[config.mk]
export PLATFORM = sky130hd
export DESIGN_NAME = tt_access_arbiter
export DESIGN_NICKNAME = d
export VERILOG_FILES = /design/src/rtl/tt_access_arbiter.sv
export SDC_FILE = /design/constraint.sdc
export NUM_CORES = 1
export LEC_CHECK = 0
export CORE_MARGIN = 1
export CORE_UTILIZATION = 42
export DETAILED_ROUTE_END_ITERATION = 7
export GPL_TIMING_DRIVEN = 0
export PLACE_DENSITY = 0.88
export SYNTH_ARGS = -nofsm -noshare
export SYNTH_HDL_FRONTEND = slang
export SYNTH_SLANG_ARGS = --single-unit
[constraint.sdc]
create_clock -name clk -period 2.7 [get_ports clk]
set_input_delay 0.405 -clock clk [delete_from_list [all_inputs] [get_ports clk]]
set_output_delay 0.405 -clock clk [all_outputs]
set_load 0.1 [all_outputs]
[src/rtl/tt_access_arbiter.sv]
// rtl/tt_access_arbiter.sv - time base and round-robin access arbiter for the TR/IO trigger register bank
//
// Ports:
//   clk, rst (sync, active low)
//   time_en, time_load, time_load_val, tick_div -> g_time, g_tick   : prescaled global time base
//   req/we/sel/num/wdata 0,1 (0 = CP2, 1 = config loader)            : access requests
//   gnt0/1, rvalid0/1, rdata                                         : per-requester handshake, shared read data
//   wea, rea, w_sel, r_sel, w_number, r_number, din, dout            : bank access port
module tt_access_arbiter #(
    parameter int PRESCALE_W = 8
) (
    input  logic                  clk,
    input  logic                  rst,
    input  logic                  time_en,
    input  logic                  time_load,
    input  logic [31:0]           time_load_val,
    input  logic [PRESCALE_W-1:0] tick_div,
    output logic [31:0]           g_time,
    output logic                  g_tick,
    input  logic                  req0,
    input  logic                  we0,
    input  logic                  sel0,
    input  logic [4:0]            num0,
    input  logic [31:0]           wdata0,
    input  logic                  req1,
    input  logic                  we1,
    input  logic                  sel1,
    input  logic [4:0]            num1,
    input  logic [31:0]           wdata1,
    output logic                  gnt0,
    output logic                  gnt1,
    output logic                  rvalid0,
    output logic                  rvalid1,
    output logic [31:0]           rdata,
    output logic                  wea,
    output logic                  rea,
    output logic                  w_sel,
    output logic                  r_sel,
    output logic [4:0]            w_number,
    output logic [4:0]            r_number,
    output logic [31:0]           din,
    input  logic [31:0]           dout
);

    typedef enum logic [1:0] {
        S_IDLE   = 2'd0,
        S_ACCESS = 2'd1,
        S_GAP    = 2'd2
    } state_t;

    state_t                state, state_nx;
    logic [PRESCALE_W-1:0] pcnt;
    logic                  last;     // last granted requester
    logic                  cur;      // requester owning the access in flight
    logic                  cur_we;
    logic                  any_req;
    logic                  win;
    logic                  launch;
    logic                  c_we;
    logic                  c_sel;
    logic [4:0]            c_num;
    logic [31:0]           c_wdata;

    // Time base. Using >= lets a lowered tick_div cut the current period short.
    always_ff @(posedge clk) begin
        if (!rst) begin
            g_time <= '0;
            g_tick <= 1'b0;
            pcnt   <= '0;
        end else begin
            g_tick <= 1'b0;
            if (time_load) begin
                g_time <= time_load_val;
                pcnt   <= '0;
            end else if (time_en && (pcnt >= tick_div)) begin
                g_time <= g_time + 32'd1;
                g_tick <= 1'b1;
                pcnt   <= '0;
            end else if (time_en) begin
                pcnt <= pcnt + PRESCALE_W'(1);
            end
        end
    end

    // Arbitration and next state. A tie goes to whoever was not served last.
    always_comb begin
        any_req  = req0 | req1;
        win      = (req0 && req1) ? ~last : req1;
        c_we     = win ? we1    : we0;
        c_sel    = win ? sel1   : sel0;
        c_num    = win ? num1   : num0;
        c_wdata  = win ? wdata1 : wdata0;
        launch   = 1'b0;
        state_nx = state;
        case (state)
            S_IDLE: begin
                if (any_req) begin
                    launch   = 1'b1;
                    state_nx = S_ACCESS;
                end
            end
            S_ACCESS: state_nx = S_GAP;
            S_GAP: begin
                if (any_req) begin
                    launch   = 1'b1;
                    state_nx = S_ACCESS;
                end else begin
                    state_nx = S_IDLE;
                end
            end
            default: state_nx = S_IDLE;
        endcase
    end

    always_ff @(posedge clk) begin
        if (!rst) state <= S_IDLE;
        else      state <= state_nx;
    end

    // Bank controls and grants are registered so they line up with the ACCESS
    // cycle; read data is captured at the end of ACCESS and flagged during GAP.
    always_ff @(posedge clk) begin
        if (!rst) begin
            last     <= 1'b1;
            cur      <= 1'b0;
            cur_we   <= 1'b0;
            gnt0     <= 1'b0;
            gnt1     <= 1'b0;
            rvalid0  <= 1'b0;
            rvalid1  <= 1'b0;
            rdata    <= '0;
            wea      <= 1'b0;
            rea      <= 1'b0;
            w_sel    <= 1'b0;
            r_sel    <= 1'b0;
            w_number <= '0;
            r_number <= '0;
            din      <= '0;
        end else begin
            gnt0    <= 1'b0;
            gnt1    <= 1'b0;
            rvalid0 <= 1'b0;
            rvalid1 <= 1'b0;
            wea     <= 1'b0;
            rea     <= 1'b0;
            if (launch) begin
                cur    <= win;
                cur_we <= c_we;
                gnt0   <= ~win;
                gnt1   <= win;
                if (c_we) begin
                    wea      <= 1'b1;
                    w_sel    <= c_sel;
                    w_number <= c_num;
                    din      <= c_wdata;
                end else begin
                    rea      <= 1'b1;
                    r_sel    <= c_sel;
                    r_number <= c_num;
                end
            end
            if (state == S_ACCESS) begin
                last <= cur;
                if (!cur_we) begin
                    rdata   <= dout;
                    rvalid0 <= ~cur;
                    rvalid1 <= cur;
                end
            end
        end
    end

endmodule

# --- Word level (Yosys, flattened, before mapping) ---
# Cells that the tools add are included.
word_totals:
  regBits: 128
  input_bits: 156
  out_inout_bits: 115
  wordCells: 60
op_classes:
  add_sub_neg: 2
  n_lt_le_gt_ge: 1
  n_eq_ne: 3
  mux: 15
  bitwise: 8
  n_reduce_logical: 12
op_table:
  columns: ["operator", "n"]
  rows:
  - ["$mux W32", 3]
  - ["$add A32 B1 Y32 const B", 1]
  - ["$mux W1", 9]
  - ["$add A8 B1 Y8 const B", 1]
  - ["$ge A8 B8 Y1", 1]
  - ["$reduce_and A2 Y1", 4]
  - ["$not A1 Y1", 7]
  - ["$pmux W2 S3", 1]
  - ["$reduce_or A3 Y1", 2]
  - ["$mux W5", 1]
  - ["$reduce_or A2 Y1", 2]
  - ["$eq A2 B1 Y1 const B", 1]
  - ["$eq A2 B2 Y1 const B", 1]
  - ["$logic_and A1 B1 Y1", 2]
  - ["$logic_not A2 Y1", 1]
  - ["$mux W2", 1]
  - ["$ne A2 B2 Y1 const B", 1]
  - ["$reduce_bool A2 Y1", 1]
  - ["$or A1 B1 Y1", 1]

# --- Longest topological paths before layout ---
logic_depth:
  depth_word: 5
  mapped_depth: 9
  ltp_nobuf: 7

# --- Least setup slack after synthesis ---
# No wires, ideal clock.
synth_path:
  path_kind: "register -> register"
  startpoint: "register g_time[0]"
  endpoint: "register g_time[26]"
  setup_time_ns: 0.128
  arrival_ns: 2.412
  required_ns: 2.572
  path_slack_ns: 0.160
  stages_incl_launch_ff: 7
  n_path_buf: 0
  period_less_slack_ns: 2.540
  cell_sequence: "dfxtp_1 ha_1 nand4_1 nor4_2 nand4_1 nor4b_1 nor3b_2"
synth_between:
  elab_chain_cells: 3
synth_rtl:
  columns: ["item", "line", "rtl"]
  rows:
  - ["start, declared", "18", "output logic [31:0] g_time,"]
  - ["start signal, assigned", "73", "g_time <= time_load_val;"]
  - ["start signal, assigned", "76", "g_time <= g_time + 32'd1;"]
  - ["$add A32 B1 Y32", "76", null]
  - ["$mux W32", "75", "end else if (time_en && (pcnt >= tick_div)) begin"]
  - ["$mux W32", "72", "if (time_load) begin"]
# No other way between the ends. The select of a mux whose other input is x is not followed.
# A chain may end at the register's enable or synchronous reset.

# --- Worst setup path after layout ---
layout_path:
  startpoint: "register g_time[6]"
  endpoint: "output port g_time[6]"
# No word-level cell between the ends.

==> run_results.csv <==
group,metric,value,unit
drt,wire_per_inst,17.80,um
synthesis,ys_seq_elements,128,
placed_design,place.gp.congestion,0.9015,
clock_tree,htree_num_levels,4,
sta,period_share,94.06,%
min_path,hold_path_class,"input port to flip-flop",
clock_tree,clockBufferDepth,2,
worst_setup_path,critPathMaxStageDelay,1.21,ns
worst_setup_path,crit_buf_inv,1,
worst_setup_path,cp_top_family,"buffers and inverters",
placed_design,dpl.hpwl,14.92,mm
worst_setup_path,path_max_fanout,8,
clock_tree,cts_root_buffer,"clkbuf_16",
clock_tree,cts_hold_buf,0,
drt,dr.pass1.iters,7,
pwr,pwr_density_cell,679.6,mW/mm^2
synthesis,synth.distinct_cells,51,
finish,final_cell_mix,"clkdlybuf4s50_1, dfxtp_1, nand2_1, nor2_1, a211oi_1",
drt,vias,6455,
synthesis,synth_nets,849,
drt,drc,0,
drt,viasPerCell,5.574,
clock_tree,post_cts_buffers,0,
pwr,power,6.363,mW
sta,min_period,2.540,ns
grt,grt_usage,28.38,%
worst_setup_path,regToRegStartpoint,"pcnt[0]",
pwr,p_int,4.044,mW
die,start_util,43.58,%
synthesis,netlist_area,0.005863,sq mm
worst_setup_path,critPathLaunch,"g_time[6]",
worst_setup_path,end_kind,"output port",
synthesis,yosysSeqAreaShare,43.70,%
clock_tree,numCtsBuffers,17,
worst_setup_path,worstSetupStartpointType,"flip-flop",
sta,setup_tns,0,ns
min_path,hold_depth,3,
pwr,switchingPower,2.319,mW
finish,fill_cells,1042,
min_path,hold_end,"pcnt[1]",
worst_setup_path,crit_slowest_cell,"clkdlybuf4s50_1",
sta,drv_slew,0,
sta,rsz0062_at_grt,"no",
worst_setup_path,crit_chain,"clkdlybuf4s50_1",
die,rows,42,
die,io_pins,271,
status,status,"complete, no violations",
die,die_height,120.2,um
run,drv_cap,0,
pwr,p_seq_share,33.6,%
pwr,pwr-share-clk,36.6,%
finish,synthToLayoutAreaGrowth,59.67,%
sta,slew_headroom,29.22,%
synthesis,syn_inst,683,
die,core-area,0.01345,sq mm
synthesis,synth_flop_cell,"dfxtp_1",
pwr,p_comb_share,29.9,%
pwr,peakVddDrop,0.0004153,V
drt,ant_nets,0,
finish,diodes,0,
sta,hold_viol,0,
grt,grt_pass1_vias,6325,
drt,drt_iter0_drc,473,
grt,grt_pass1_wl,31.77,mm
min_path,hold_path_startpoint,"time_en",
synthesis,async_reset_ff_share,0,%
sta,setup_viol_count_final,0,
drt,wl,20.61,mm
synthesis,syn_area_per_cell,8.584,sq um
worst_setup_path,r2r_cells,9,
clock_tree,clkSinkCount,128,
worst_setup_path,reg2reg_slack,0.23,ns
die,dieArea,0.01444,sq mm
synthesis,synth_edf_count,0,
worst_setup_path,cp.arrival,2.13,ns
sta,finClkSkew,0.004805,ns
clock_tree,cts.reportedPaths.clkPinSlew,0.06,ns
grt,grt_antenna_before_repair,0,
worst_setup_path,setup.worst_path.class,"flip-flop to output port",
finish,drive_gt1_share,6.415,%
sta,fmax,0.3938,GHz
pwr,power.leakage,3.392,nW
grt,grt_overflow,0,
finish,postLayoutCoreUtil,69.59,%
placed_design,port_buffers,268,
grt,grt_start_max_net_pins,17,
die,die-width,120.2,um
synthesis,ys_warn_count,0,
worst_setup_path,worst_ep_required_time,2.30,ns
worst_setup_path,reg2reg_to,"pcnt[2]",
clock_tree,cts_tree,"yes",
clock_tree,cts-resized-gates,0,
finish,final_common_cell,"clkdlybuf4s50_1",
clock_tree,clkLatencyLatePin,0.42,ns
sta,max_slew.worst_pin.slew,1.058,ns
pwr,swShare,36.45,%
finish,fin_nets,1136,
-- synth_stat cells, types with 2 or more instances --
master	n	area [sq um]
dfxtp_1	128	2562
nand2_1	86	322.8
nor2_1	72	270.3
a211oi_1	49	367.9
mux2i_1	42	420.4
o21ai_0	41	205.2
a21oi_1	34	170.2
clkbuf_1	30	112.6
a31oi_1	17	106.4
nand4_1	16	100.1
nand3_1	15	75.07
and3_1	14	87.58
buf_2	12	60.06
inv_1	11	41.29
ha_1	10	125.1
o31ai_1	10	75.07
or4_1	10	75.07
nor4b_1	7	61.31
or3_1	7	43.79
and4_1	6	52.55
nor3b_1	5	37.54
nor4_1	5	31.28
o21ai_1	5	25.02
xor2_1	5	43.79
and2_1	4	25.02
nor3_1	4	20.02
buf_4	3	22.52
buf_6	3	33.78
nand2b_1	3	18.77
xnor2_1	3	26.28
buf_1	2	7.510
nand3_2	2	20.02
nor3b_2	2	25.02
nor4_2	2	25.02
or2_2	2	12.51
-- metal layers --
metal / wire length (um) / GRT usage, %
met1: 7687 / 32.10
met2: 10340 / 49.28
met3: 1950 / 7.034
met4: 631 / 14.22
met5: 0 / 0
-- registers in the layout, indices dropped and copies added, names as in the netlist --
| name | flops |
|---|---|
| din | 32 |
| g_time | 32 |
| rdata | 32 |
| pcnt | 8 |
| r_number | 5 |
| w_number | 5 |
| state | 2 |
| cur | 1 |
| cur_we | 1 |
| g_tick | 1 |
| gnt0 | 1 |
| gnt1 | 1 |
| last | 1 |
| r_sel | 1 |
| rea | 1 |
| rvalid0 | 1 |
| rvalid1 | 1 |
| w_sel | 1 |
| wea | 1 |
-- cell type report --
type / count / area, sq um / area share, %
multi-input cells: 492 / 3015 / 32.21
repair buffers: 268 / 2683 / 28.66
flip-flops and latches: 128 / 2562 / 27.37
clock buffers: 18 / 429.2 / 4.584
plain buffers: 50 / 236.5 / 2.526
well taps: 176 / 220.2 / 2.352
clock inverters: 13 / 166.4 / 1.778
inverters: 13 / 48.80 / 0.5213
-- stage by stage --
step	hold WS, ns	instance area (sq um)	worst slack [ns]	instances
6_report	0.3084	9361	0.1604	1158
4_1_cts	0.2965	9361	0.1591	1158
3_3_place_gp	0.4413	8766	-0.05710	1127
3_5_place_dp	0.4465	8766	-0.1268	1127
2_1_floorplan	0.4387	5863	0.1600	683
5_1_grt	0.3333	9361	0.07269	1158
-- power by group through the flow --
stage | clock, mW | combinational, mW | sequential, mW
after detailed placement | 0 | 1.89 | 2.17
after CTS | 2.35 | 1.90 | 2.13
after global placement | 0 | 1.87 | 2.16
final | 2.33 | 1.90 | 2.13
after floorplan | 0 | 0.359 | 3.09
after global routing | 2.43 | 1.98 | 2.15
-- logic make-up (layout without fill, tap and decap cells) --
group / after synthesis / after routing / synth area share (%)
XOR/XNOR: 8 / 8 / 1.195
AND/OR/NAND/NOR: 267 / 267 / 23.11
buffers and inverters: 63 / 362 / 4.865
flip-flops: 128 / 128 / 43.70
adder cells (fa/ha/maj): 10 / 10 / 2.134
multiplexers: 42 / 42 / 7.170
AO/OA/AOI/OAI: 165 / 165 / 17.82
-- worst max-delay path by stage --
stage	to	slack, ns	cells past startpoint
floorplan	g_time[26]	0.16	6
global placement	pcnt[2]	-0.06	9
detailed placement	pcnt[2]	-0.13	9
CTS	g_time[6]	0.16	1
global route	pcnt[2]	0.07	9
finish	g_time[6]	0.16	1
Note: power is estimated with default switching activity, not from simulation.
